[src/rtl/mode_select_pkg.sv]
// Shared constants and types for the coin-to-mode selector.
// Mode encodings are one-hot; MODE_NONE means no mode selected.
package mode_select_pkg;

  localparam logic [3:0] MODE_NONE = 4'b0000;
  localparam logic [3:0] MODE_1    = 4'b0001;
  localparam logic [3:0] MODE_2    = 4'b0010;
  localparam logic [3:0] MODE_3    = 4'b0100;
  localparam logic [3:0] MODE_4    = 4'b1000;

  localparam logic [2:0] COIN_MIN  = 3'd1;
  localparam logic [2:0] COIN_MAX  = 3'd4;

  // What the mode register does on the next edge, in priority order.
  typedef enum logic [1:0] {
    ACT_HOLD  = 2'd0,
    ACT_CLEAR = 2'd1,
    ACT_LOAD  = 2'd2
  } mode_action_e;

endpackage

[src/rtl/mode_select_coin_decoder.sv]
// Coin code to one-hot mode decode; purely combinational, latency 0.
// No backpressure; codes outside COIN_MIN..COIN_MAX decode to MODE_NONE.
module coin_decoder
  import mode_select_pkg::*;
(
  input  logic [2:0] coin,
  output logic [3:0] onehot
);

  always_comb begin
    onehot = MODE_NONE;
    case (coin)
      3'd1:    onehot = MODE_1;
      3'd2:    onehot = MODE_2;
      3'd3:    onehot = MODE_3;
      3'd4:    onehot = MODE_4;
      default: onehot = MODE_NONE;
    endcase
  end

endmodule

[src/rtl/mode_select.sv]
// Registered coin-to-mode selector; latency 1 clk, Mode is a flop output.
// No backpressure; isRunning freezes Mode, which beats Enable.
module mode_select
  import mode_select_pkg::*;
(
  input  logic       clk,
  input  logic       rst_n,
  input  logic [2:0] Coin,
  input  logic       Enable,
  input  logic       isRunning,
  output logic [3:0] Mode
);

  logic [3:0]   decoded;
  logic [3:0]   mode_q;
  logic [3:0]   mode_nxt;
  mode_action_e action;

  coin_decoder u_coin_decoder (
    .coin   (Coin),
    .onehot (decoded)
  );

  always_comb begin
    action   = ACT_LOAD;
    mode_nxt = mode_q;
    if (isRunning) begin
      action = ACT_HOLD;
    end else if (!Enable) begin
      action = ACT_CLEAR;
    end
    case (action)
      ACT_HOLD:  mode_nxt = mode_q;
      ACT_CLEAR: mode_nxt = MODE_NONE;
      ACT_LOAD:  mode_nxt = decoded;
      default:   mode_nxt = MODE_NONE;
    endcase
  end

  always_ff @(posedge clk or negedge rst_n) begin
    if (!rst_n) begin
      mode_q <= MODE_NONE;
    end else begin
      mode_q <= mode_nxt;
    end
  end

  assign Mode = mode_q;

endmodule

[config.mk]
export PLATFORM = sky130hd
export DESIGN_NAME = mode_select
export DESIGN_NICKNAME = d
export VERILOG_FILES = /design/src/rtl/mode_select_pkg.sv /design/src/rtl/mode_select_coin_decoder.sv /design/src/rtl/mode_select.sv
export SDC_FILE = /design/constraint.sdc
export NUM_CORES = 1
export LEC_CHECK = 0
export ABC_AREA = 1
export BUFFER_PORTS_ARGS = -buffer_cell sky130_fd_sc_hd__buf_2
export CAP_MARGIN = 20
export CORE_AREA = 5 5 42 44
export CTS_CLUSTER_DIAMETER = 60
export CTS_CLUSTER_SIZE = 30
export DETAILED_ROUTE_END_ITERATION = 12
export DIE_AREA = 0 0 47 49
export GPL_TIMING_DRIVEN = 0
export PLACE_DENSITY_LB_ADDON = 0.08
export SLEW_MARGIN = 20
export SYNTH_ARGS = -nofsm -noshare
export SYNTH_HDL_FRONTEND = slang
export SYNTH_SLANG_ARGS = --single-unit
[constraint.sdc]
create_clock -name clk -period 0.95 [get_ports clk]
set_clock_uncertainty 0.2 [all_clocks]
set_input_delay 0.095 -clock clk [delete_from_list [all_inputs] [get_ports clk]]
set_output_delay 0.095 -clock clk [all_outputs]
set_load 0.01 [all_outputs]
# == Word-level counts from Yosys, hierarchy flattened ==
# Index checks and enable logic that the tools add are counted.
# totals
out_inout_bits,4
register_bits,4
inputBits,7
word_cells,11
# classes
muxes,4
n_eq_ne,5
reduce_logical,1
# op_table
op,n
$pmux 4 s4,1
$pmux 4 s2,1
$eq 3x2->1 const B,2
$mux 2,2
$eq 3x1->1 const B,1
$eq 3x3->1 const B,1
$eq 2x2->1 const B,1
$logic_not 2->1,1

# == Longest topological paths before layout ==
# logic_depth
ltp_word,4
mapped_depth,4
depth_no_buf,4

# == Cells and area by module ==
# A second synthesis with hierarchy kept.
# unflattened
hier_cells,26
area_unflattened_um2,187.7
# modules_own_cells
mod,cells_each,instances,area_per_inst_um2
mode_select,17,1,153.9
coin_decoder,9,1,33.8

# == Worst setup path before layout ==
# Ideal clock, no wire load.
# synth_path
path_type,register to register
start,"register, netlist name Mode[2]"
end,register mode_q[2] (netlist: Mode[2])
path_slack_ns,0.130
period_less_slack_ns,0.820
arrival_ns,0.503
setup_ns,0.117
stages_incl_launch_ff,3
path_cell_list,dfrtp_1 -> nand2_1 -> nand2_1
# synth_lines
item,line,rtl
"end signal, assigned",mode_select.sv:44,mode_q <= mode_nxt;
"end, declared",mode_select.sv:15,logic [3:0] mode_q;

# == Worst setup path in the final report ==
# layout_path
start,register mode_q[0] (netlist: Mode[0])
end,output port Mode[0]
# layout_lines
item,line,rtl
"end, declared",mode_select.sv:11,output logic [3:0] Mode
# No word-level cell between the ends.

==> impl_metrics.json <==
{
  "critical_path_class": "reg -> out",
  "failed_checks": "negative hold slack, negative setup slack",
  "final.hold.worst_slack_ps": -57.5,
  "min_delay_path_depth": 3,
  "dr_total_vias": 184,
  "cts.repair_timing.setup_buffer_count": 0,
  "layout_worst_path_cycle_share_pct": 108,
  "totalWireLength_um": 448,
  "cts_buffers": 3,
  "layout-area-overhead-vs-synth_pct": 57.3,
  "tightest_slew_ps": 140,
  "detailedPlacementHpwl_um": 387,
  "synth_area_per_cell_um2": 7.78,
  "grt-ovfl-total": 0,
  "regToRegEndpoint": "Mode[1]",
  "grt_antenna_before_repair": 0,
  "crit_path_max_incr_delay_ps": 370,
  "grt_max_degree": 6,
  "timing.setup.tns_ps": -292,
  "timing.critical_path.required_ps": 650,
  "die-height_um": 49,
  "r2r_slack_ps": 150,
  "postLayoutCellArea_um2": 282,
  "hold_path_end": "Mode[3]",
  "start_util_pct": 12.8,
  "status": "finished, violations left",
  "timing.fmax_mhz": 975,
  "multiInputGateArea_um2": 67.6,
  "clock_insertion_delay_at_the_later_pin_of_the_skew_report_ps": 230,
  "r2r-start": "Mode[1]",
  "ioPinCount": 11,
  "crit_path_end_kind": "output pin",
  "ctsRootBufferMaster": "sky130_fd_sc_hd__clkbuf_4",
  "flip_flop_count_of_the_largest_register_after_layout": 4,
  "area.sequential_um2": 100,
  "finalCoreUtilization_pct": 20.1,
  "slew_violations": 0,
  "hold_viol_final": 8,
  "critical_path_arrival_ps": 730,
  "final.min_clock_period_ps": 1030,
  "timing.max_slew.rel_slack_pct": 90.7,
  "p_leak_nw": 0.175,
  "reg2reg_depth": 2,
  "clock_sink_count": 4,
  "count_of_cells_resized_by_post_cts_repair": 0,
  "tritoncts": "built",
  "hold_buffers": 1,
  "synth_top_area_share_pct": 55.9,
  "worst_hold_path_type": "in -> reg",
  "yosys_top_cell_by_area": "sky130_fd_sc_hd__dfrtp_1",
  "vdd.ir_drop.worst_v": 0.000381,
  "layout_commonest_cell": "sky130_fd_sc_hd__buf_2",
  "gp_congestion": 0.635,
  "num_rows": 14,
  "netlist-cell-type-count": 6,
  "final.fill_count": 170,
  "worst-path-max-fanout": 2,
  "grt.total_usage_pct": 4.53,
  "post_synthesis_net_count": 30,
  "diodes": 0,
  "buffer_ports.inserted": 10,
  "first_global_vias": 180,
  "synthCells": 23,
  "count_of_yosys_warnings_during_synthesis": 0,
  "num-nets-final": 46,
  "clock_input_transition_at_the_sequential_cells_of_the_worst_setup_and_hold_paths_ps": 40,
  "dr.pass1.iters": 4,
  "placed_cell_area_um2": 249,
  "timing.critical_path.from_type": "flip-flop",
  "wl_per_cell_um": 8.45,
  "count_of_state_elements_after_synthesis": 4,
  "drive_gt1_share_pct": 37.8,
  "powerDensity_mw_per_mm2": 1530,
  "grt_pass1_wl_um": 703,
  "final_cell_mix": "sky130_fd_sc_hd__buf_2 (10), sky130_fd_sc_hd__nand2_1 (8), sky130_fd_sc_hd__dfrtp_1 (4), sky130_fd_sc_hd__nand3_1 (4)",
  "syn_area_um2": 179,
  "synth.area.top_cells": "sky130_fd_sc_hd__dfrtp_1 (56%), sky130_fd_sc_hd__nand2_1 (17%), sky130_fd_sc_hd__nand3_1 (11%), sky130_fd_sc_hd__inv_1 (6.3%), sky130_fd_sc_hd__nor2_1 (6.3%)",
  "slowest_stage": "sky130_fd_sc_hd__dfrtp_1",
  "dieArea_mm2": 0.00230,
  "final.setup.worst_slack_ps": -75.7,
  "route.antenna.remaining_nets": 0,
  "max_cap_viol_count": 0,
  "routed_via_density": 3.47,
  "route.detailed.drc": 0,
  "cell_by_cell_listing_of_the_critical_path": "buf_2",
  "rsz0062_at_grt": "yes",
  "clock_tree.buffer_depth": 2,
  "fp.coreArea_mm2": 0.00140,
  "timing.hold.worst.start": "Coin[2]",
  "die_x_um": 47,
  "setup_viol_count_final": 4,
  "cp.buffers_inverters": 1,
  "critical_path.startpoint": "Mode[0]",
  "ys_seq_area_share_pct": 55.9,
  "cts-htree-levels": 1,
  "drt_first_iter_violations": 1,
  "critical_path.top_delay_family": "flip-flops"
}
power breakdown:
part	leakage (nW)	switching, W	internal (W)
logic	0.106	0.0000271	0.0000219
registers	0.0549	0.00000258	0.000177
clock network	0.0138	0.0000597	0.000141
synthesized netlist by cell type (all sizes together):
library cell	instances
dfrtp	4
inv	3
nor2	4
nand2	8
nand3	4
per-stage QoR:
stage | hold slack (ps) | setup WS [ps] | instances | power [W]
floorplan | -401 | 130 | 23 | 0.000200
global placement | -298 | 120 | 49 | 0.000228
finish | -57.5 | -75.7 | 53 | 0.000429
detailed placement | -297 | 115 | 49 | 0.000229
global route | -39.2 | -107 | 53 | 0.000448
CTS | -64.2 | -89.3 | 53 | 0.000442
logic make-up after synthesis:
family,share of synthesized area [%]
buffers and inverters,6.29
flip-flops,55.9
AND/OR/NAND/NOR,37.8
worst max-delay path by stage:
stage / endpoint / slack [ps] / depth (start not counted)
2_1_floorplan: Mode[2] / 130 / 2
3_5_place_dp: Mode[1] / 110 / 4
4_1_cts: Mode[1] / -90 / 1
3_3_place_gp: Mode[3] / 120 / 4
5_1_grt: Mode[1] / -110 / 1
6_report: Mode[0] / -80 / 1
layout make-up:
cell class / instances / share of cell area (%)
timing repair buffer: 11 / 21.3
tap: 16 / 7.11
multi-input combinational: 16 / 24.0
sequential: 4 / 35.6
inverter: 3 / 4.00
clock buffer: 3 / 8.00
what timing repair did:
action	4_1_cts	5_1_grt
endpoints found under the setup margin	4	4
endpoints found under the hold margin	8	6
cloned	0	0
pin swaps	0	0
per-layer routing:
metal	GRT usage [%]	up-vias	share of wire [%]
met3	1.85	0	10
met4	5.53	0	0
li1	-	99	-
met1	5.12	80	39
met2	5.43	5	50
met5	0	-	0
Note: power is estimated with default switching activity, not from simulation.
